<file path="config.mk">
export PLATFORM = sky130hd
export DESIGN_NAME = conv_sequencer
export DESIGN_NICKNAME = d
export VERILOG_FILES = /design/src/rtl/conv_pkg.sv /design/src/rtl/rise_detect.sv /design/src/rtl/conv_sequencer.sv
export SDC_FILE = /design/constraint.sdc
export NUM_CORES = 1
export LEC_CHECK = 0
export BUFFER_PORTS_ARGS = -buffer_cell sky130_fd_sc_hd__buf_2
export CAP_MARGIN = 40
export CELL_PAD_IN_SITES_DETAIL_PLACEMENT = 0
export CELL_PAD_IN_SITES_GLOBAL_PLACEMENT = 2
export CORE_MARGIN = 3
export CORE_UTILIZATION = 32
export CTS_CLUSTER_DIAMETER = 80
export DETAILED_ROUTE_END_ITERATION = 8
export PLACE_DENSITY_LB_ADDON = 0.25
export SLEW_MARGIN = 10
export SYNTH_ARGS = -nofsm -noshare
export SYNTH_HDL_FRONTEND = slang
export SYNTH_SLANG_ARGS = --single-unit
</file>
<file path="constraint.sdc">
create_clock -name clk -period 2.95 [get_ports clk]
set_input_delay 0.295 -clock clk [delete_from_list [all_inputs] [get_ports clk]]
set_output_delay 0.295 -clock clk [all_outputs]
set_load 0.01 [all_outputs]
</file>
<file path="src/rtl/conv_pkg.sv">
// rtl/conv_pkg.sv - shared image/kernel constants and sequencer state encoding
package conv_pkg;

  localparam int IMG_N = 6;
  localparam int K_N   = 3;
  localparam int OUT_N = IMG_N - K_N + 1;
  localparam int N_RES = OUT_N * OUT_N;

  typedef enum logic [1:0] {
    ST_IDLE  = 2'd0,
    ST_ISSUE = 2'd1,
    ST_DRAIN = 2'd2,
    ST_DONE  = 2'd3
  } conv_state_e;

endpackage

</file>
<file path="src/rtl/rise_detect.sv">
// rtl/rise_detect.sv - rising-edge detector on an already-synchronous level
module rise_detect (
  input  logic clk,
  input  logic rst_n,
  input  logic level,
  output logic rise
);

  logic prev_q;
  logic prev_d;

  always_comb begin
    prev_d = level;
  end

  always_ff @(posedge clk or negedge rst_n) begin
    if (!rst_n) begin
      prev_q <= 1'b0;
    end else begin
      prev_q <= prev_d;
    end
  end

  assign rise = level & ~prev_q;

endmodule

</file>
<file path="src/rtl/conv_sequencer.sv">
// rtl/conv_sequencer.sv - row load / window scan / result count sequencer for convLayer
module conv_sequencer #(
  parameter int IMG_N = conv_pkg::IMG_N,
  parameter int K_N   = conv_pkg::K_N
) (
  input  logic                                            clk,
  input  logic                                            rst_n,
  input  logic                                            row_strobe,
  input  logic                                            start,
  output logic                                            row_we,
  output logic [$clog2(IMG_N)-1:0]                        row_addr,
  output logic                                            win_valid,
  input  logic                                            win_ready,
  output logic [$clog2(IMG_N-K_N+1)-1:0]                  win_row,
  output logic [$clog2(IMG_N-K_N+1)-1:0]                  win_col,
  input  logic                                            res_valid,
  output logic [$clog2((IMG_N-K_N+1)*(IMG_N-K_N+1))-1:0]  res_idx,
  output logic                                            busy,
  output logic                                            done,
  output logic                                            err
);

  import conv_pkg::*;

  localparam int OUT_N = IMG_N - K_N + 1;
  localparam int N_RES = OUT_N * OUT_N;
  localparam int CNT_W = $clog2(N_RES) + 1;
  localparam int RC_W  = $clog2(IMG_N + 1);
  localparam int RA_W  = $clog2(IMG_N);
  localparam int OC_W  = $clog2(OUT_N);
  localparam int RI_W  = $clog2(N_RES);

  localparam logic [RC_W-1:0]  ROWS_FULL = RC_W'(IMG_N);
  localparam logic [CNT_W-1:0] RES_FULL  = CNT_W'(N_RES);
  localparam logic [CNT_W-1:0] POS_LAST  = CNT_W'(N_RES - 1);
  localparam logic [CNT_W-1:0] OUT_N_C   = CNT_W'(OUT_N);

  logic row_rise;
  logic start_rise;

  rise_detect u_row_rise (
    .clk   (clk),
    .rst_n (rst_n),
    .level (row_strobe),
    .rise  (row_rise)
  );

  rise_detect u_start_rise (
    .clk   (clk),
    .rst_n (rst_n),
    .level (start),
    .rise  (start_rise)
  );

  conv_state_e      state_q, state_d;
  logic [RC_W-1:0]  row_cnt_q, row_cnt_d;
  logic [CNT_W-1:0] pos_q, pos_d;
  logic [CNT_W-1:0] res_cnt_q, res_cnt_d;

  logic             row_we_q, row_we_d;
  logic [RA_W-1:0]  row_addr_q, row_addr_d;
  logic             win_valid_q, win_valid_d;
  logic [OC_W-1:0]  win_row_q, win_row_d;
  logic [OC_W-1:0]  win_col_q, win_col_d;
  logic [RI_W-1:0]  res_idx_q, res_idx_d;
  logic             busy_q, busy_d;
  logic             done_q, done_d;
  logic             err_d, err_q;

  logic             accept;
  logic             scanning;

  assign accept   = win_valid_q & win_ready;
  assign scanning = (state_q == ST_ISSUE) || (state_q == ST_DRAIN);

  always_comb begin
    state_d    = state_q;
    row_cnt_d  = row_cnt_q;
    pos_d      = pos_q;
    res_cnt_d  = res_cnt_q;
    row_we_d   = 1'b0;
    row_addr_d = row_addr_q;
    err_d      = 1'b0;

    // Results are counted first so the ISSUE/DRAIN exits see this cycle's result.
    if (res_valid) begin
      if (scanning && (res_cnt_q != RES_FULL)) begin
        res_cnt_d = res_cnt_q + CNT_W'(1);
      end else begin
        err_d = 1'b1;
      end
    end

    case (state_q)
      ST_IDLE: begin
        if (row_rise && (row_cnt_q < ROWS_FULL)) begin
          row_we_d   = 1'b1;
          row_addr_d = RA_W'(row_cnt_q);
          row_cnt_d  = row_cnt_q + RC_W'(1);
        end
        // A start that loses the race with the final row is rejected, not deferred.
        if (start_rise) begin
          if (row_cnt_q == ROWS_FULL) begin
            state_d   = ST_ISSUE;
            pos_d     = '0;
            res_cnt_d = '0;
          end else begin
            err_d = 1'b1;
          end
        end
      end
      ST_ISSUE: begin
        if (accept) begin
          pos_d = pos_q + CNT_W'(1);
          if (pos_q == POS_LAST) begin
            state_d = (res_cnt_d == RES_FULL) ? ST_DONE : ST_DRAIN;
          end
        end
      end
      ST_DRAIN: begin
        if (res_cnt_d == RES_FULL) begin
          state_d = ST_DONE;
        end
      end
      ST_DONE: begin
        if (row_rise) begin
          row_we_d   = 1'b1;
          row_addr_d = '0;
          row_cnt_d  = RC_W'(1);
          state_d    = ST_IDLE;
        end else if (start_rise) begin
          state_d   = ST_ISSUE;
          pos_d     = '0;
          res_cnt_d = '0;
        end
      end
      default: state_d = ST_IDLE;
    endcase

    win_valid_d = (state_d == ST_ISSUE);
    win_row_d   = win_row_q;
    win_col_d   = win_col_q;
    if (state_d == ST_ISSUE) begin
      win_row_d = OC_W'(pos_d / OUT_N_C);
      win_col_d = OC_W'(pos_d % OUT_N_C);
    end
    res_idx_d = RI_W'(res_cnt_d);
    busy_d    = (state_d == ST_ISSUE) || (state_d == ST_DRAIN);
    done_d    = (state_d == ST_DONE);
  end

  always_ff @(posedge clk or negedge rst_n) begin
    if (!rst_n) begin
      state_q     <= ST_IDLE;
      row_cnt_q   <= '0;
      pos_q       <= '0;
      res_cnt_q   <= '0;
      row_we_q    <= 1'b0;
      row_addr_q  <= '0;
      win_valid_q <= 1'b0;
      win_row_q   <= '0;
      win_col_q   <= '0;
      res_idx_q   <= '0;
      busy_q      <= 1'b0;
      done_q      <= 1'b0;
      err_q       <= 1'b0;
    end else begin
      state_q     <= state_d;
      row_cnt_q   <= row_cnt_d;
      pos_q       <= pos_d;
      res_cnt_q   <= res_cnt_d;
      row_we_q    <= row_we_d;
      row_addr_q  <= row_addr_d;
      win_valid_q <= win_valid_d;
      win_row_q   <= win_row_d;
      win_col_q   <= win_col_d;
      res_idx_q   <= res_idx_d;
      busy_q      <= busy_d;
      done_q      <= done_d;
      err_q       <= err_d;
    end
  end

  assign row_we    = row_we_q;
  assign row_addr  = row_addr_q;
  assign win_valid = win_valid_q;
  assign win_row   = win_row_q;
  assign win_col   = win_col_q;
  assign res_idx   = res_idx_q;
  assign busy      = busy_q;
  assign done      = done_q;
  assign err       = err_q;

endmodule

</file>
==> flow_metrics.env <==
export IMPL_outcome="complete, no violations"
export IMPL_seq_area_frac_synth_pct=42.7
export IMPL_ir_worst_vdd_v=0.000365
export IMPL_wirelength_microns=3670
export IMPL_path_clk_slew_ps=60
export IMPL_clockRootBuffer="clkbuf_8"
export IMPL_dieWidth_microns=78.8
export IMPL_gp_congestion=0.879
export IMPL_yosys_warnings=0
export IMPL_dp_hpwl_microns=2650
export IMPL_reg2regPathDepth=11
export IMPL_cts_inserted_buffers=5
export IMPL_crit_chain="inv_1 > ha_2 > and2_2 > o21a_1 > o21ai_0 > a311oi_2 > a221oi_2 > ha_2 > nor2b_1 > a41oi_1 > o21ai_0"
export IMPL_ios=22
export IMPL_drv_cap=0
export IMPL_wl_per_cell_microns=14.0
export IMPL_crit_path_end="win_col[1]"
export IMPL_power_share_clock_pct=19.4
export IMPL_cp_arrival_ps=2920
export IMPL_grt_pass1_wl_microns=6320
export IMPL_io_buffers=21
export IMPL_cp_end_kind="flip-flop"
export IMPL_grt_max_degree=30
export IMPL_htree_levels=2
export IMPL_async_flop_share_pct=100
export IMPL_core_area_sq_mm=0.00491
export IMPL_switching_power_mw=0.651
export IMPL_drv_slew=0
export IMPL_hold_path_class="in -> async"
export IMPL_postCtsHoldBufs=0
export IMPL_mostFrequentLayoutCell="dfrtp_1"
export IMPL_viasPerCell=5.00
export IMPL_fin_worst_skew_ps=2.03
export IMPL_r2r_start="state_q[0]"
export IMPL_startpoint_type="flip-flop"
export IMPL_synth_cell_type_count=47
export IMPL_antenna_found_initial=0
export IMPL_rsz0062_at_grt="no"
export IMPL_syn2layout_area_growth_pct=14.3
export IMPL_cts_tree="yes"
export IMPL_final_cell_mix="29 x dfrtp_1, 21 x buf_2, 16 x nand2_1"
export IMPL_drc_errors=0
export IMPL_internal_power_mw=1.01
export IMPL_reg2reg_slack_ps=180
export IMPL_drt_iter0_markers=57
export IMPL_gr_total_overflow=0
export IMPL_fp_row_count=25
export IMPL_insertion_delay_ps=270
export IMPL_wl_met3_microns=149
export IMPL_crit_fanout=8
export IMPL_p_leak_nw=0.887
export IMPL_synthCells=172
export IMPL_wl_met2_microns=1670
export IMPL_worstReg2RegEnd="win_col[1]"
export IMPL_cp_slowest_stage_delay_ps=380
export IMPL_path_class="reg -> reg"
export IMPL_dominantRegCellSynth="dfrtp_1"
export IMPL_p_comb_share_pct=43.2
export IMPL_fmax_mhz=361
export IMPL_cts_sinks=29
export IMPL_totalNegativeSetupSlack_ps=0
export IMPL_clockBufferDepth=2
export IMPL_maxUsedRoutingLayer="met4"
export IMPL_hold_viol_final=0
export IMPL_fin_ws_ps=177
export IMPL_syn_nets=191
export IMPL_antenna_cells=0
export IMPL_cp_slowest_cell="dfrtp_1"
export IMPL_vias=1311
export IMPL_fin_crit_sh_pct=94.0
export IMPL_worst_endpoint_required_ps=3100
export IMPL_worstMarginPinSlew_ps=653
export IMPL_synth_edf_count=0
export IMPL_met1_length_microns=1790
export IMPL_initial_utilization_pct=34.6
export IMPL_crit_start="state_q[0]"
export IMPL_grt_total_usage_pct=12.9
export IMPL_seqPwrFrac_pct=37.3
export IMPL_powerDensity_mw_per_mm2=853
export IMPL_layout_min_cycle_time_ps=2770
export IMPL_first_pass_iters=4
export IMPL_ys_ff_latch=29
export IMPL_finalSetupViolCount=0
export IMPL_syn_area_sq_mm=0.00170
export IMPL_grt_pass1_vias=1267
export IMPL_synth_area_per_cell_sq_um=9.87
export IMPL_dieArea_sq_mm=0.00622
export IMPL_maxSlewHeadroom_pct=56.5
export IMPL_die_y_microns=78.8
export IMPL_pre_cts_ws_ps=4.23
export IMPL_netSwitchingFraction_pct=39.3
export IMPL_postRouteAntennaNets=0
export IMPL_nets=214
export IMPL_post_route_cells_drive_above_1_share_pct=24.1
## final cells by class
cell class	count	area [sq um]
fillers	522	2970
multi-input cells	120	857
flip-flops and latches	29	726
repair buffers	25	135
clock buffers	7	86.3
well taps	67	83.8
inverters	14	52.6
## critical path: cells and delay by family (launching register included)
family / cells / cell delay (ps)
flip-flops: 1 / 380
AND/OR/NAND/NOR: 2 / 320
adder cells (fa/ha/maj): 2 / 660
buffers and inverters: 1 / 150
AO/OA/AOI/OAI: 6 / 1140
## metal layers
| layer | up-vias | track usage [%] |
|---|---|---|
| met4 | 0 | 4.12 |
| li1 | 656 | - |
| met1 | 624 | 17.7 |
| met2 | 25 | 19.7 |
| met5 | - | 0 |
| met3 | 6 | 3.40 |
## cell usage after synthesis, types with 2 or more instances
library cell | n | area, sq um
a211oi_1 | 2 | 15.0
a21oi_1 | 7 | 35.0
a221oi_1 | 2 | 17.5
a311oi_2 | 2 | 30.0
a31oi_1 | 4 | 25.0
a41oi_1 | 2 | 17.5
and3_1 | 2 | 12.5
buf_4 | 4 | 30.0
buf_6 | 2 | 22.5
dfrtp_1 | 29 | 726
ha_1 | 13 | 163
inv_1 | 14 | 52.6
mux2_2 | 4 | 45.0
mux2i_1 | 2 | 20.0
nand2_1 | 16 | 60.1
nand2b_1 | 2 | 12.5
nand3_1 | 2 | 10.0
nand3b_1 | 3 | 22.5
nand4_1 | 2 | 12.5
nor2_1 | 13 | 48.8
nor2b_1 | 2 | 12.5
nor3_1 | 3 | 15.0
nor4_1 | 4 | 25.0
o21a_1 | 4 | 30.0
o21ai_0 | 8 | 40.0
xnor2_1 | 3 | 26.3
## power by group through the flow
| stage | logic, mW | registers, mW | clock network [mW] |
|---|---|---|---|
| after floorplan | 0.489 | 0.638 | 0 |
| after global placement | 0.704 | 0.620 | 0 |
| after detailed placement | 0.706 | 0.624 | 0 |
| after CTS | 0.716 | 0.619 | 0.338 |
| after global routing | 0.816 | 0.639 | 0.362 |
| final | 0.716 | 0.618 | 0.322 |
## what timing repair did
action	CTS	global route
setup buffers	0	0
gates resized for setup	1	2
setup endpoints to repair	2	4
pin swaps	0	2
hold endpoints to repair	0	0
## registers in the layout, summed over array words and instances, names as in the netlist, 2 cells and up
name / cells
res_idx: 3
res_cnt_q: 2
row_cnt_q: 3
pos_q: 5
win_row: 2
row_addr: 3
win_col: 2
state_q: 2
## per-stage QoR
step | std cells | util, % | instance area (sq um) | hold slack [ps] | power (mW)
5_1_grt | 262 | 39.5 | 1940 | 102 | 1.82
4_1_cts | 262 | 39.3 | 1930 | 70.5 | 1.67
3_5_place_dp | 255 | 37.5 | 1840 | 379 | 1.33
3_3_place_gp | 255 | 37.5 | 1840 | 365 | 1.32
6_report | 262 | 39.5 | 1940 | 45.4 | 1.66
2_1_floorplan | 172 | - | 1700 | -0.591 | 1.13
## kinds of logic (layout without fill, tap and decap cells)
| family | Yosys count | after routing | synth area share [%] |
|---|---|---|---|
| xor gates and xnor gates | 4 | 4 | 2.06 |
| muxes | 6 | 6 | 3.83 |
| DFF | 29 | 29 | 42.7 |
| adders and majority gates | 13 | 13 | 9.58 |
| buffers and inverters | 23 | 46 | 7.44 |
| AOI/OAI and AO/OA | 40 | 40 | 16.7 |
| and+or+nand+nor | 57 | 57 | 17.6 |
## worst min path at each step
stage	from	to	slack (ps)	cells past startpoint
after global routing	rst_n	row_cnt_q[1]	100	1
final	rst_n	row_cnt_q[1]	50	1
after floorplan	rst_n	busy	-0.6	0
after global placement	rst_n	row_cnt_q[1]	370	1
after CTS	rst_n	row_cnt_q[1]	70	1
after detailed placement	rst_n	row_cnt_q[1]	380	1
Note: power is estimated with default switching activity, not from simulation.
